`src/rtl/cim_pkg.sv`:
```
`default_nettype none
// ============================================================================
//  Module      : cim_pkg
//  Description : Shared constants, FSM state type and bit-count helper for the
//                CIM input sequencer and read word-line driver.
//  Revision    : 1.0 - initial release
// ============================================================================
package cim_pkg;

  localparam int CH_NUM   = 8;
  localparam int BITS_MAX = 24;
  localparam int XIN_W    = CH_NUM * BITS_MAX;
  localparam int SEL_W    = 6;

  typedef enum logic [0:0] {
    ST_IDLE = 1'b0,
    ST_RUN  = 1'b1
  } seq_state_t;

  // Final bit-step index of a sequence: 11 for 12-bit inputs, 23 for 24-bit.
  function automatic logic [SEL_W-1:0] last_idx(input logic inwidth);
    return inwidth ? SEL_W'(BITS_MAX - 1) : SEL_W'((BITS_MAX / 2) - 1);
  endfunction

endpackage
`default_nettype wire

```
`src/rtl/done_dly.sv`:
```
`default_nettype none
// ============================================================================
//  Module      : done_dly
//  Description : 1-bit delay line of configurable depth with async reset.
//                Carries several in-flight last-bit markers at once so that
//                back-to-back sequences each get their own completion pulse.
//  Revision    : 1.0 - initial release
// ============================================================================
module done_dly #(
  parameter int DEPTH = 2
) (
  input  logic clk,
  input  logic rst,
  input  logic i_d,
  output logic o_q,
  output logic o_any
);

  generate
    if (DEPTH == 0) begin : g_pass
      // Zero depth: straight wire, nothing ever pending.
      logic w_unused;
      assign w_unused = clk ^ rst;
      assign o_q      = i_d;
      assign o_any    = 1'b0;
    end else if (DEPTH == 1) begin : g_one
      logic r_sr;
      // Single-stage delay.
      always_ff @(posedge clk or posedge rst) begin
        if (rst) r_sr <= 1'b0;
        else     r_sr <= i_d;
      end
      assign o_q   = r_sr;
      assign o_any = r_sr;
    end else begin : g_multi
      logic [DEPTH-1:0] r_sr;
      // Shift the marker one stage per cycle toward the output.
      always_ff @(posedge clk or posedge rst) begin
        if (rst) r_sr <= '0;
        else     r_sr <= {r_sr[DEPTH-2:0], i_d};
      end
      assign o_q   = r_sr[DEPTH-1];
      assign o_any = |r_sr;
    end
  endgenerate

endmodule
`default_nettype wire

```
`src/rtl/rwl_seq_ctrl.sv`:
```
`default_nettype none
// ============================================================================
//  Module      : rwl_seq_ctrl
//  Description : Bit-serial input sequencer feeding the read word-line driver.
//                Captures a 192-bit vector plus bank/width on start, then steps
//                the bit-select index over 12 or 24 cycles, flagging first/last
//                steps and a delayed completion pulse.
//  Revision    : 1.0 - initial release
// ============================================================================
module rwl_seq_ctrl
  import cim_pkg::*;
#(
  parameter int DONE_LAT = 2
) (
  input  logic              clk,
  input  logic              rst,
  input  logic              start,
  output logic              ready,
  input  logic              cima_in,
  input  logic              inwidth_in,
  input  logic [XIN_W-1:0]  xin_in,
  output logic              cima,
  output logic              inwidth,
  output logic [SEL_W-1:0]  sel,
  output logic [XIN_W-1:0]  xin,
  output logic              rd_en,
  output logic              bit_first,
  output logic              bit_last,
  output logic              busy,
  output logic              done
);

  seq_state_t         r_state;
  seq_state_t         w_state_nxt;
  logic [SEL_W-1:0]   r_sel;
  logic [XIN_W-1:0]   r_xin;
  logic               r_cima;
  logic               r_inwidth;
  logic               w_run;
  logic               w_last;
  logic               w_ready;
  logic               w_load;
  logic               w_clear;
  logic               w_done_q;
  logic               w_done_any;

  assign w_run  = (r_state == ST_RUN);
  // The counter stops at N-1, so an equality compare is all that is needed.
  assign w_last = (r_sel == last_idx(r_inwidth));

  // State register.
  always_ff @(posedge clk or posedge rst) begin
    if (rst) r_state <= ST_IDLE;
    else     r_state <= w_state_nxt;
  end

  // Next state plus load/clear strobes; a start is only taken when ready.
  always_comb begin
    w_state_nxt = r_state;
    w_ready     = 1'b0;
    w_load      = 1'b0;
    w_clear     = 1'b0;
    case (r_state)
      ST_IDLE: begin
        w_ready = 1'b1;
        if (start) begin
          w_load      = 1'b1;
          w_state_nxt = ST_RUN;
        end
      end
      ST_RUN: begin
        if (w_last) begin
          w_ready = 1'b1;
          if (start) begin
            w_load = 1'b1;
          end else begin
            w_clear     = 1'b1;
            w_state_nxt = ST_IDLE;
          end
        end
      end
      default: begin
        w_state_nxt = ST_IDLE;
      end
    endcase
  end

  // Operand capture and bit-step counter; xin returns to 0 so idle word lines are inactive.
  always_ff @(posedge clk or posedge rst) begin
    if (rst) begin
      r_sel     <= '0;
      r_xin     <= '0;
      r_cima    <= 1'b0;
      r_inwidth <= 1'b0;
    end else if (w_load) begin
      r_sel     <= '0;
      r_xin     <= xin_in;
      r_cima    <= cima_in;
      r_inwidth <= inwidth_in;
    end else if (w_clear) begin
      r_sel     <= '0;
      r_xin     <= '0;
    end else if (w_run) begin
      r_sel     <= r_sel + SEL_W'(1);
    end
  end

  done_dly #(
    .DEPTH (DONE_LAT)
  ) u_done_dly (
    .clk   (clk),
    .rst   (rst),
    .i_d   (bit_last),
    .o_q   (w_done_q),
    .o_any (w_done_any)
  );

  assign ready     = w_ready;
  assign rd_en     = w_run;
  assign bit_first = w_run & (r_sel == '0);
  assign bit_last  = w_run & w_last;
  assign sel       = r_sel;
  assign xin       = r_xin;
  assign cima      = r_cima;
  assign inwidth   = r_inwidth;
  assign done      = w_done_q;
  assign busy      = w_run | w_done_any;

endmodule
`default_nettype wire

```
`config.mk`:
```
export PLATFORM = sky130hd
export DESIGN_NAME = rwl_seq_ctrl
export DESIGN_NICKNAME = d
export VERILOG_FILES = /design/src/rtl/cim_pkg.sv /design/src/rtl/done_dly.sv /design/src/rtl/rwl_seq_ctrl.sv
export SDC_FILE = /design/constraint.sdc
export NUM_CORES = 1
export LEC_CHECK = 0
export ABC_AREA = 1
export CAP_MARGIN = 5
export CORE_MARGIN = 10
export CORE_UTILIZATION = 37
export DETAILED_ROUTE_END_ITERATION = 10
export PLACE_DENSITY = 0.86
export SYNTH_ARGS = -nofsm -noshare
export SYNTH_HDL_FRONTEND = slang
export SYNTH_SLANG_ARGS = --single-unit
```
`constraint.sdc`:
```
create_clock -name clk -period 6.7 [get_ports clk]
set_input_delay 1.005 -clock clk [delete_from_list [all_inputs] [get_ports clk]]
set_output_delay 1.005 -clock clk [all_outputs]
set_load 0.01 [all_outputs]
```
==> summary.txt <==
Shortest period the worst path allows -> 3.56 ns
Peak supply drop -> 0.238 mV
Routability Congestion -> 0.841
Number of vias per cell -> 4.92
Antenna fix cells -> 0
Largest clock skew in the final design -> 0.00694 ns
DRC violations left -> 0
Final count of pins violating max slew -> 0
Total vias in the final route -> 7718
Pin slew with the least headroom to its limit -> 1.35 ns
Critical R2R Capture -> xin[52]
Worst Min Path Start -> u_done_dly.g_multi.r_sr[0]
Outcome -> finished, final reports clean
Synthesized net count -> 1103
Sink of the worst hold path -> u_done_dly.g_multi.r_sr[1]
Final hold violation count -> 0
Inserted Clock Buffers -> 24
Clock sinks -> 203
Leakage -> 6.42 nW
Final Cell Area -> 13200 um2
Count of TritonRoute iterations in the first routing pass -> 5
Detail Route Antenna Nets -> 0
Relative slew margins -> 10.3%
Number of distinct library cells after synthesis -> 22
Area share of the largest cell type after synthesis -> 61.7%
Fraction of registers with async set/reset -> 100%
Most instantiated library cell after synthesis -> sky130_fd_sc_hd__nand2_1
Post-Route Setup TNS -> 0 ns
Hpwl dp -> 20500 um
R2R Path Start -> sel[0]
Count of synthesis-stage warnings from yosys -> 0
I/O pin count -> 403
Share of the clock period used by the worst path -> 53.2%
Number of fillers in the final layout -> 1769
Type of element capturing the critical path -> output pin
Final global-route overflow total -> 0
Type of the tightest min-delay check -> flip-flop to flip-flop
Hold bufs inserted after CTS -> 0
Clock slew at the register clock pins of the worst setup and hold paths -> 0.06 ns
Number of standard cells after synthesis -> 904
Number of enable-type register cells in the synthesized netlist -> 0
Class of the most critical setup path -> flip-flop to output pin
Initial cell density of the core -> 37.7%
Post-CTS setup repair buffer count -> 0
Crit path arrival time -> 2.56 ns
Final cell count without fillers -> 1568
Initial antenna violation count -> 0
Number of instances on the worst hold path -> 0
CTS tree -> built
Cell types occupying the most area after synthesis -> sky130_fd_sc_hd__dfrtp_1 62%, sky130_fd_sc_hd__nand2_1 18%, sky130_fd_sc_hd__nand3_1 12%
Area of the core -> 21800 um2
Violation count after the first detailed-routing iteration -> 781
Power density cells -> 445 nW/um2
Post-CTS Resized -> 0
Inst Count DP -> 1525
Layout overhead on the synthesized area -> 60.1%
Die ar. -> 28600 um2
Post-synthesis sequential element count -> 203
Highest achievable clock rate -> 281 MHz
Total number of placement rows -> 54
Number of max-cap violations -> 0
Wire length of the first global-routing pass -> 44600 um
Ranking of synthesized cells by instance count -> 404 x sky130_fd_sc_hd__nand2_1, 203 x sky130_fd_sc_hd__dfrtp_1, 195 x sky130_fd_sc_hd__nand3_1
Bufs on Longest Clock Path -> 3
Clk Tree Root Cell -> sky130_fd_sc_hd__clkbuf_16
Footprint of the flip-flops and latches -> 5080 um2
Register-to-register path setup slack -> 3.61 ns
Die height -> 169 um
Crit start category -> flip-flop
Number of buffer cells added on primary ports -> 402
Vias in the first global route -> 7685
Post-synthesis sequential area ratio -> 61.7%
Most used flip-flop cell after synthesis -> sky130_fd_sc_hd__dfrtp_1
Synthesized area -> 8230 um2
Maximum fanout along the worst path -> 70
Routed wire length -> 29400 um
Aggregate global-route resource usage -> 19.2%
Average routed wire per standard cell -> 18.7 um
Final layout net count -> 1470
Maximum number of pins on one net before global-route repair -> 193
Cell depth of the worst flop-to-flop path -> 9
Endpoints failing setup -> 0
Per-instance average area after synthesis -> 9.10 um2
Biggest area consumer among synthesized cells -> sky130_fd_sc_hd__dfrtp_1
DIE WIDTH -> 169 um
Required time of the worst setup path -> 5.69 ns
Clk Latency, worst-skew pair -> 0.51 ns
RSZ-0062 raised after global routing -> no
Placement-stage cell area -> 12200 um2
Area used by multi-input combinational logic -> 2680 um2
Number of H-tree branching levels -> 1
Share of post-route cells with drive strength above 1 -> 4.11%
==> area by class of cell <==
type | count | share of cell area, %
clock buffer | 31 | 5.15
clock inverter | 12 | 2.02
inverter | 11 | 0.371
multi-input combinational | 624 | 20.4
sequential | 203 | 38.6
tap | 280 | 2.66
timing repair buffer | 407 | 30.9
==> cells in the final DEF, fill, tap and decap left out, drive strengths merged <==
cell           synthesis  layout
nand2                406     406
nor2                   8       8
nor3                   1       1
o21ai                  1       1
inv                   11      12
nand4                  5       5
a21oi                  2       2
xnor2                  1       1
buf                   40       6
nand3                196     196
clkdlybuf4s50          0     401
clkinvlp               0       1
xor2                   2       2
clkbuf                26      31
ha                     2       2
dfrtp                203     203
bufinv                 0       8
clkinv                 0       2
==> flip-flops by register name, summed over array words and instances (netlist names) <==
signal,cells
sel,6
cima,1
rd_en,1
xin,192
u_done_dly.g_multi.r_sr,2
inwidth,1
==> worst max-delay path: stages (launching register included) <==
cell,delay [ns]
sky130_fd_sc_hd__dfrtp_1,0.42
sky130_fd_sc_hd__ha_1,0.21
sky130_fd_sc_hd__nand2_1,0.11
sky130_fd_sc_hd__nor2_4,0.13
sky130_fd_sc_hd__nand3_2,0.14
sky130_fd_sc_hd__nand2_8,0.37
sky130_fd_sc_hd__clkdlybuf4s50_1,0.66
==> cells by family after synthesis <==
logic type | after synthesis | share of synthesized area, %
XOR/XNOR | 3 | 0.319
buffers and inverters | 77 | 5.92
flip-flops | 203 | 61.7
AND/OR/NAND/NOR | 616 | 31.5
AO/OA/AOI/OAI | 3 | 0.182
adder cells (fa/ha/maj) | 2 | 0.304
==> how the worst max path moves through the flow <==
stage,endpoint,from,slack (ns)
final,ready,sel[0],3.14
after global routing,ready,sel[0],3.01
after CTS,ready,sel[0],3.07
after detailed placement,xin[156],start,3.41
after global placement,xin[9],start,3.48
after floorplan,cima,rst,0.16
==> power breakdown <==
| group | switching, mW | internal [mW] |
|---|---|---|
| sequential | 0.260 | 1.67 |
| combinational | 1.29 | 1.11 |
| clock | 0.521 | 1.02 |
| total | 2.07 | 3.80 |
==> stage by stage <==
step / power, mW / worst slack, ns / utilization [%] / hold WS [ns]
after floorplan: 3.17 / 0.156 / - / 0.355
after global placement: 4.29 / 3.48 / 56.0 / 0.359
after detailed placement: 4.36 / 3.41 / 56.0 / 0.376
after CTS: 5.93 / 3.07 / 60.3 / 0.406
after global routing: 6.22 / 3.01 / 60.3 / 0.415
final: 5.86 / 3.14 / 60.3 / 0.386
==> layer usage <==
metal / vias up / share of wire, % / track usage (%)
li1: 3623 / - / -
met5: - / 0 / 0
met2: 325 / 51 / 33.4
met1: 3716 / 37 / 22.0
met4: 0 / 2.7 / 6.19
met3: 54 / 9.4 / 6.28
Power figures use the tool's default switching activity.
